$ cat config.mk
export PLATFORM = sky130hd
export DESIGN_NAME = five_dmem_dma
export DESIGN_NICKNAME = d
export VERILOG_FILES = /design/src/rtl/five_dmem_dma.sv
export SDC_FILE = /design/constraint.sdc
export NUM_CORES = 1
export LEC_CHECK = 0
export ABC_AREA = 1
export BUFFER_PORTS_ARGS = -buffer_cell sky130_fd_sc_hd__buf_2
export CORE_MARGIN = 2
export CORE_UTILIZATION = 45
export CTS_CLUSTER_DIAMETER = 40
export DETAILED_ROUTE_END_ITERATION = 8
export PLACE_DENSITY = 0.8
export SYNTH_ARGS = -nofsm -noshare
export SYNTH_HDL_FRONTEND = slang
export SYNTH_SLANG_ARGS = --single-unit
$ cat constraint.sdc
create_clock -name clk -period 1.9 [get_ports clk]
set_input_delay 0.095 -clock clk [delete_from_list [all_inputs] [get_ports clk]]
set_output_delay 0.095 -clock clk [all_outputs]
set_load 0.05 [all_outputs]
$ cat src/rtl/five_dmem_dma.sv
// five_dmem_dma: block copy / block fill initiator for a single-port data memory.
// The memory reads asynchronously and writes on posedge when mem_wr is high.
// Copy moves one word per RD/WR pair in ascending address order.
// Fill writes one word per cycle.
//
// state | meaning
// ------+-----------------------------------------------------------
// IDLE  | waiting for start; memory port driven to zero
// RD    | copy: present src_ptr, capture mem_rdata into the buffer
// WR    | copy: write the buffer to dst_ptr
// FILL  | fill: write the fill value to dst_ptr
// DONE  | one-cycle completion pulse, then back to IDLE
module five_dmem_dma #(
   parameter int AW = 12,
   parameter int DW = 16
) (
   input  logic          clk,
   input  logic          rst_n,
   input  logic          start,
   input  logic          mode,
   input  logic [AW-1:0] src_addr,
   input  logic [AW-1:0] dst_addr,
   input  logic [AW-1:0] len,
   input  logic [DW-1:0] fill_data,
   output logic [AW-1:0] mem_addr,
   output logic [DW-1:0] mem_wdata,
   output logic          mem_wr,
   input  logic [DW-1:0] mem_rdata,
   output logic          busy,
   output logic          done,
   output logic [AW-1:0] words_done
);

   typedef enum logic [2:0] {S_IDLE, S_RD, S_WR, S_FILL, S_DONE} state_t;

   state_t        state_q, state_d;
   logic [AW-1:0] src_ptr_q, src_ptr_d;
   logic [AW-1:0] dst_ptr_q, dst_ptr_d;
   logic [AW-1:0] remaining_q, remaining_d;
   logic [AW-1:0] words_done_q, words_done_d;
   logic [DW-1:0] data_buf_q, data_buf_d;
   logic [DW-1:0] fill_q, fill_d;

   // State and datapath registers; reset abandons any operation in flight.
   always_ff @(posedge clk or negedge rst_n) begin
      if (!rst_n) begin
         state_q      <= S_IDLE;
         src_ptr_q    <= '0;
         dst_ptr_q    <= '0;
         remaining_q  <= '0;
         words_done_q <= '0;
         data_buf_q   <= '0;
         fill_q       <= '0;
      end else begin
         state_q      <= state_d;
         src_ptr_q    <= src_ptr_d;
         dst_ptr_q    <= dst_ptr_d;
         remaining_q  <= remaining_d;
         words_done_q <= words_done_d;
         data_buf_q   <= data_buf_d;
         fill_q       <= fill_d;
      end
   end

   // Next-state logic and memory-port decode from registered state.
   // The mode bit is folded into the first state chosen at acceptance.
   always_comb begin
      state_d      = state_q;
      src_ptr_d    = src_ptr_q;
      dst_ptr_d    = dst_ptr_q;
      remaining_d  = remaining_q;
      words_done_d = words_done_q;
      data_buf_d   = data_buf_q;
      fill_d       = fill_q;
      mem_addr     = '0;
      mem_wdata    = '0;
      mem_wr       = 1'b0;
      busy         = 1'b0;
      done         = 1'b0;
      case (state_q)
         S_IDLE: begin
            if (start) begin
               src_ptr_d    = src_addr;
               dst_ptr_d    = dst_addr;
               remaining_d  = len;
               fill_d       = fill_data;
               words_done_d = '0;
               if (len == '0)
                  state_d = S_DONE;
               else if (mode)
                  state_d = S_FILL;
               else
                  state_d = S_RD;
            end
         end
         S_RD: begin
            busy       = 1'b1;
            mem_addr   = src_ptr_q;
            data_buf_d = mem_rdata;
            src_ptr_d  = src_ptr_q + AW'(1);
            state_d    = S_WR;
         end
         S_WR: begin
            busy         = 1'b1;
            mem_addr     = dst_ptr_q;
            mem_wdata    = data_buf_q;
            mem_wr       = 1'b1;
            dst_ptr_d    = dst_ptr_q + AW'(1);
            remaining_d  = remaining_q - AW'(1);
            words_done_d = words_done_q + AW'(1);
            state_d      = (remaining_q == AW'(1)) ? S_DONE : S_RD;
         end
         S_FILL: begin
            busy         = 1'b1;
            mem_addr     = dst_ptr_q;
            mem_wdata    = fill_q;
            mem_wr       = 1'b1;
            dst_ptr_d    = dst_ptr_q + AW'(1);
            remaining_d  = remaining_q - AW'(1);
            words_done_d = words_done_q + AW'(1);
            if (remaining_q == AW'(1))
               state_d = S_DONE;
         end
         S_DONE: begin
            done    = 1'b1;
            state_d = S_IDLE;
         end
         default: state_d = S_IDLE;
      endcase
   end

   assign words_done = words_done_q;

endmodule

== After elaboration in Yosys (flattened, before gate mapping) ==
Cells that the tools add are included.
Word-level totals
  bits in registers: 83
  bits in latches: 0
  RAM bits: 0
  bits in read-only memories: 0
  input bits: 72
  logic and storage cells: 47
  memories: 0
Cells by class
  $add $sub $neg: 4
  multipliers: 0
  div/mod/pow operators: 0
  order comparisons: 0
  equality and inequality tests: 7
  shift-type cells: 0
  muxes and demuxes: 19
  bitwise operators: 0
  reduce and logical (&&, ||, !) cells: 10
Operators with widths (number)
  12-bit case mux with 2 select lines: 5
  12-bit two-way mux: 4
  12-bit by 1-bit adder with 12-bit output, second input constant: 3
  16-bit case mux with 2 select lines: 1
  12-bit by 1-bit == test with 1-bit output, second input constant: 1
  12-bit logical NOT: 1
  3-bit two-way mux: 4
  3-bit case mux with 4 select lines: 1
  12-bit by 1-bit subtractor with 12-bit output, second input constant: 1
  2-bit AND reduction: 4
  3-bit by 2-bit == test with 1-bit output, second input constant: 2
  2-bit inequality test, second input constant: 2
  2-bit nonzero test: 2
  3-bit by 1-bit == test with 1-bit output, second input constant: 1
  3-bit == test, second input constant: 1
  3-bit logical NOT: 1
  1-bit two-way mux: 3
  3-bit OR reduction: 1
  2-bit two-way mux: 1
  2-bit OR reduction: 1

== Longest topological paths before layout ==
  depth in word-level cells: 4
  gate-level depth with buffers: 9

== Worst setup path after synthesis ==
OpenSTA, ideal clock, no wires.
  path type: reg2out
  start point: reg state_q[2]
  end point: out mem_addr[3]
  arrival time: 1.974 ns
  required time: 1.805 ns
  path slack: -0.169 ns
  stages on the path, launching flop included: 6
  cells stage by stage: dfrtp_1 > inv_2 > nand2_2 > buf_6 > buf_2 > o21ai_0
Between the ends
  word-level cells in the longest chain between the ends: 3
  elaborated cells on any way between the ends: 5
  those cells by class: eq/ne (3); mux (1); reduce/logical (1)
Ends and longest elaborated chain
  start, declared: line 36  | state_t state_q, state_d;
  start signal, assigned: line 55  | state_q <= state_d;
  3-bit by 2-bit == test with 1-bit output: line 80  | case (state_q)
  2-bit OR reduction (no source line)
  12-bit case mux with 2 select lines (*): line 80
  end, declared: line 25  | output logic [AW-1:0] mem_addr,
Mark *: on every way between the ends. The rest lies on a longest branch, timed or not.

== Worst setup path after layout ==
  start point: reg state_q[2]
  end point: out mem_addr[1]
Same word-level chain as after synthesis.

==> results.md <==
- Worst Path Arrival: 1720 ps
- Worst Skew: 15.7 ps
- Initial Util: 46.0%
- Unique cell type count in the Yosys netlist: 33
- DRC viols: 0
- Layout fillers: 926
- Boundary Pins: 115
- Most common cell after layout, fill and taps aside: nand2_1
- CP startpoint kind: flop
- Synth warn: 0
- Synth top area share: 44.1%
- Final max-slew violation count: 0
- Multi-input gate area: 2290 um^2
- Max cap viols: 0
- Die Ht: 106 um
- Final hold vios: 0
- Max Fclk: 0.552 GHz
- Iter 0 DRT Violations: 303
- Rel. slew slack: 59.6%
- # clock sinks: 83
- Root Buffer: clkbuf_8
- Worst R2R End: fill_q[6]
- CTS tree: yes
- Ys async rst share: 100%
- P&R area growth vs syn: 31.8%
- Routability congestion estimate: 0.894
- Core Util, Final: 60.7%
- Commonest cells after routing, fill and taps aside: nand2_1 (237), nor2_1 (87), buf_2 (87), dfrtp_1 (81), inv_1 (50)
- Ant diodes: 0
- Max incr delay on CP: 450 ps
- Post-Place Setup Slack: 194 ps
- # setup viols final: 0
- Crit-path slowest cell: dfrtp_2
- Mean Syn Cell Area: 7.23 um^2
- First-pass GRT wire length: 21,800 um
- Post-layout nets: 892
- Total number of vias: 4,892
- Clock Pin Slew Worst Setup and Hold Paths: 90 ps
- Post-Syn Area: 4710 um^2
- Stages on the worst setup path: 6
- Worst-path maximum fanout: 12
- H-Tree Depth: 3
- Kind of cell adding the most delay to the critical path: buffers and inverters
- Ratio of cells with drive above 1 in the final layout: 20.6%
- Post-route ant nets: 0
- Fin crit share: 95.3%
- Setup CP Type: reg2out
- GRT Total Usage: 23.7%
- Antenna violations before repair: 0
- Worst r2r path cells: 6
- Sequential fraction of the synthesis area: 44.1%
- Area leader, netlist: dfrtp_1
- Drt pass-1 iters: 4
- Min cycle time layout: 1810 ps
- Min Hold Slack: 6.66 ps
- Min-Delay Endpoint: src_ptr_q[2]
- Pin count of the biggest net entering global routing: 46
- Mapped Cells: 651
- Wirelength per Cell: 13.9 um
- Total length of routed wires: 13,300 um
- Core Footprint: 10,200 um^2
- Die footprint: 11,300 um^2
- Worst Setup End Kind: output port
- Leak: 3.18 nW
- CTS Buffer Depth: 2
- Hold Path Class: in2reg
- Status: complete, no violations
- Worst Hold Depth: 3
- CP Cell Sequence: inv_4, nand2_1, nor2_2, buf_6, a22o_1, buf_2
- CTS Buf Count: 9
- Register area: 2080 um^2
- Final worst setup slack: 88.5 ps
- Pwr/cell area: 527 nW/um^2
- Skew-Pair Late Insertion Delay: 350 ps
- Syn Nets: 728
- Synth Register Bits: 83
- Min-delay src: src_addr[2]
- Row cnt: 37
- WP data required: 1800 ps
- Port Buf Inserts: 114
- Worst r2r src: state_q[0]
- Slew @ Worst Pin: 606 ps
- Setup slack, reg-to-reg: 250 ps
- Top cells by area, synth: dfrtp_1 (44%), nand2_1 (19%), nor2_1 (6.9%)
- Die W: 106 um
- Dominant synthesized flop cell: dfrtp_1
- Drt via density: 5.12
- EDFF count, synth: 0
- Worst vdd ir: 0.413 mV
- Hpwl dp: 8780 um
- Critical path buffers and inverters: 3
- Total grt overflow: 0
- Vias in the first global route: 4,655
## worst max-delay path by stage
stage | from | endpoint
2_1_floorplan | state_q[2] | mem_addr[3]
3_3_place_gp | state_q[2] | mem_wdata[8]
3_5_place_dp | state_q[2] | mem_wdata[14]
4_1_cts | state_q[2] | mem_addr[2]
5_1_grt | state_q[0] | mem_addr[6]
6_report | state_q[2] | mem_addr[1]
## cell usage after synthesis, drive strengths merged, types with 4 or more instances
cell    instances
nor2           92
a31oi           5
buf            24
o22ai          16
ha              5
o211ai          4
nand4           5
inv            52
a22o           18
xor2            5
nand2         239
o21ai          27
a21oi          12
dfrtp          83
nand3          47
## routing by layer
layer	track usage (%)	share of wire, %	vias to the layer above	wire [um]
met3	4.23	6.7	20	888
met1	31.5	44	2249	5800
li1	-	-	2421	-
met4	6.11	1.8	0	233
met2	40.2	48	202	6380
met5	0	0	-	0
## worst reg2reg max path, cell delays in order, from the launching register on
cell	delay [ps]
dfrtp_1	480
nor2_2	210
nand3_2	160
inv_2	270
buf_4	280
nand2_1	110
nand2_1	80
## kinds of logic (layout without fill, tap and decap cells)
kind of cell / count (synthesis) / count (layout) / share of synthesized area (%)
flip-flops: 83 / 83 / 44.1
buffers and inverters: 78 / 247 / 7.57
XOR/XNOR: 7 / 7 / 1.30
AO/OA/AOI/OAI: 86 / 86 / 11.6
AND/OR/NAND/NOR: 392 / 392 / 34.1
adder cells (fa/ha/maj): 5 / 5 / 1.33
## flip-flops by register name, summed over array words and instances (netlist names)
name and cells:
data_buf_q 16, state_q 3, fill_q 16, remaining_q 12
dst_ptr_q 12, words_done 12, src_ptr_q 12
## stage by stage
| stage | TNS (ps) | cells | power [mW] | area, um^2 |
|---|---|---|---|---|
| 2_1_floorplan | -508 | 651 | 1.81 | 4710 |
| 3_5_place_dp | 0 | 890 | 1.93 | 5420 |
| 6_report | 0 | 956 | 3.27 | 6210 |
| 5_1_grt | -4.98 | 956 | 3.40 | 6210 |
| 3_3_place_gp | 0 | 890 | 1.93 | 5420 |
| 4_1_cts | 0 | 952 | 3.30 | 6100 |
## report_power, final
part	total, mW	internal [mW]	leakage, nW	switching (mW)
Clock	1.31	0.622	0.0910	0.687
Combinational	0.198	0.116	2.15	0.0818
Sequential	1.76	1.76	0.941	0
## final cells by class
type,count,area share (%)
Timing Repair Buffer,179,20.5
Clock buffer,10,2.06
Multi-Input combinational cell,490,36.8
Inverter,52,3.18
Clock inverter,6,1.17
Tap cell,136,2.74
Sequential cell,83,33.5
## what timing repair did
item | 4_1_cts | 5_1_grt
buffers inserted | 6 | 4
hold buffers | 40 | 0
endpoints found under the setup margin | 21 | 28
pin swaps | 2 | 0
gates resized for setup | 4 | 36
endpoints found under the hold margin | 82 | 0
Note: power is estimated with default switching activity, not from simulation.
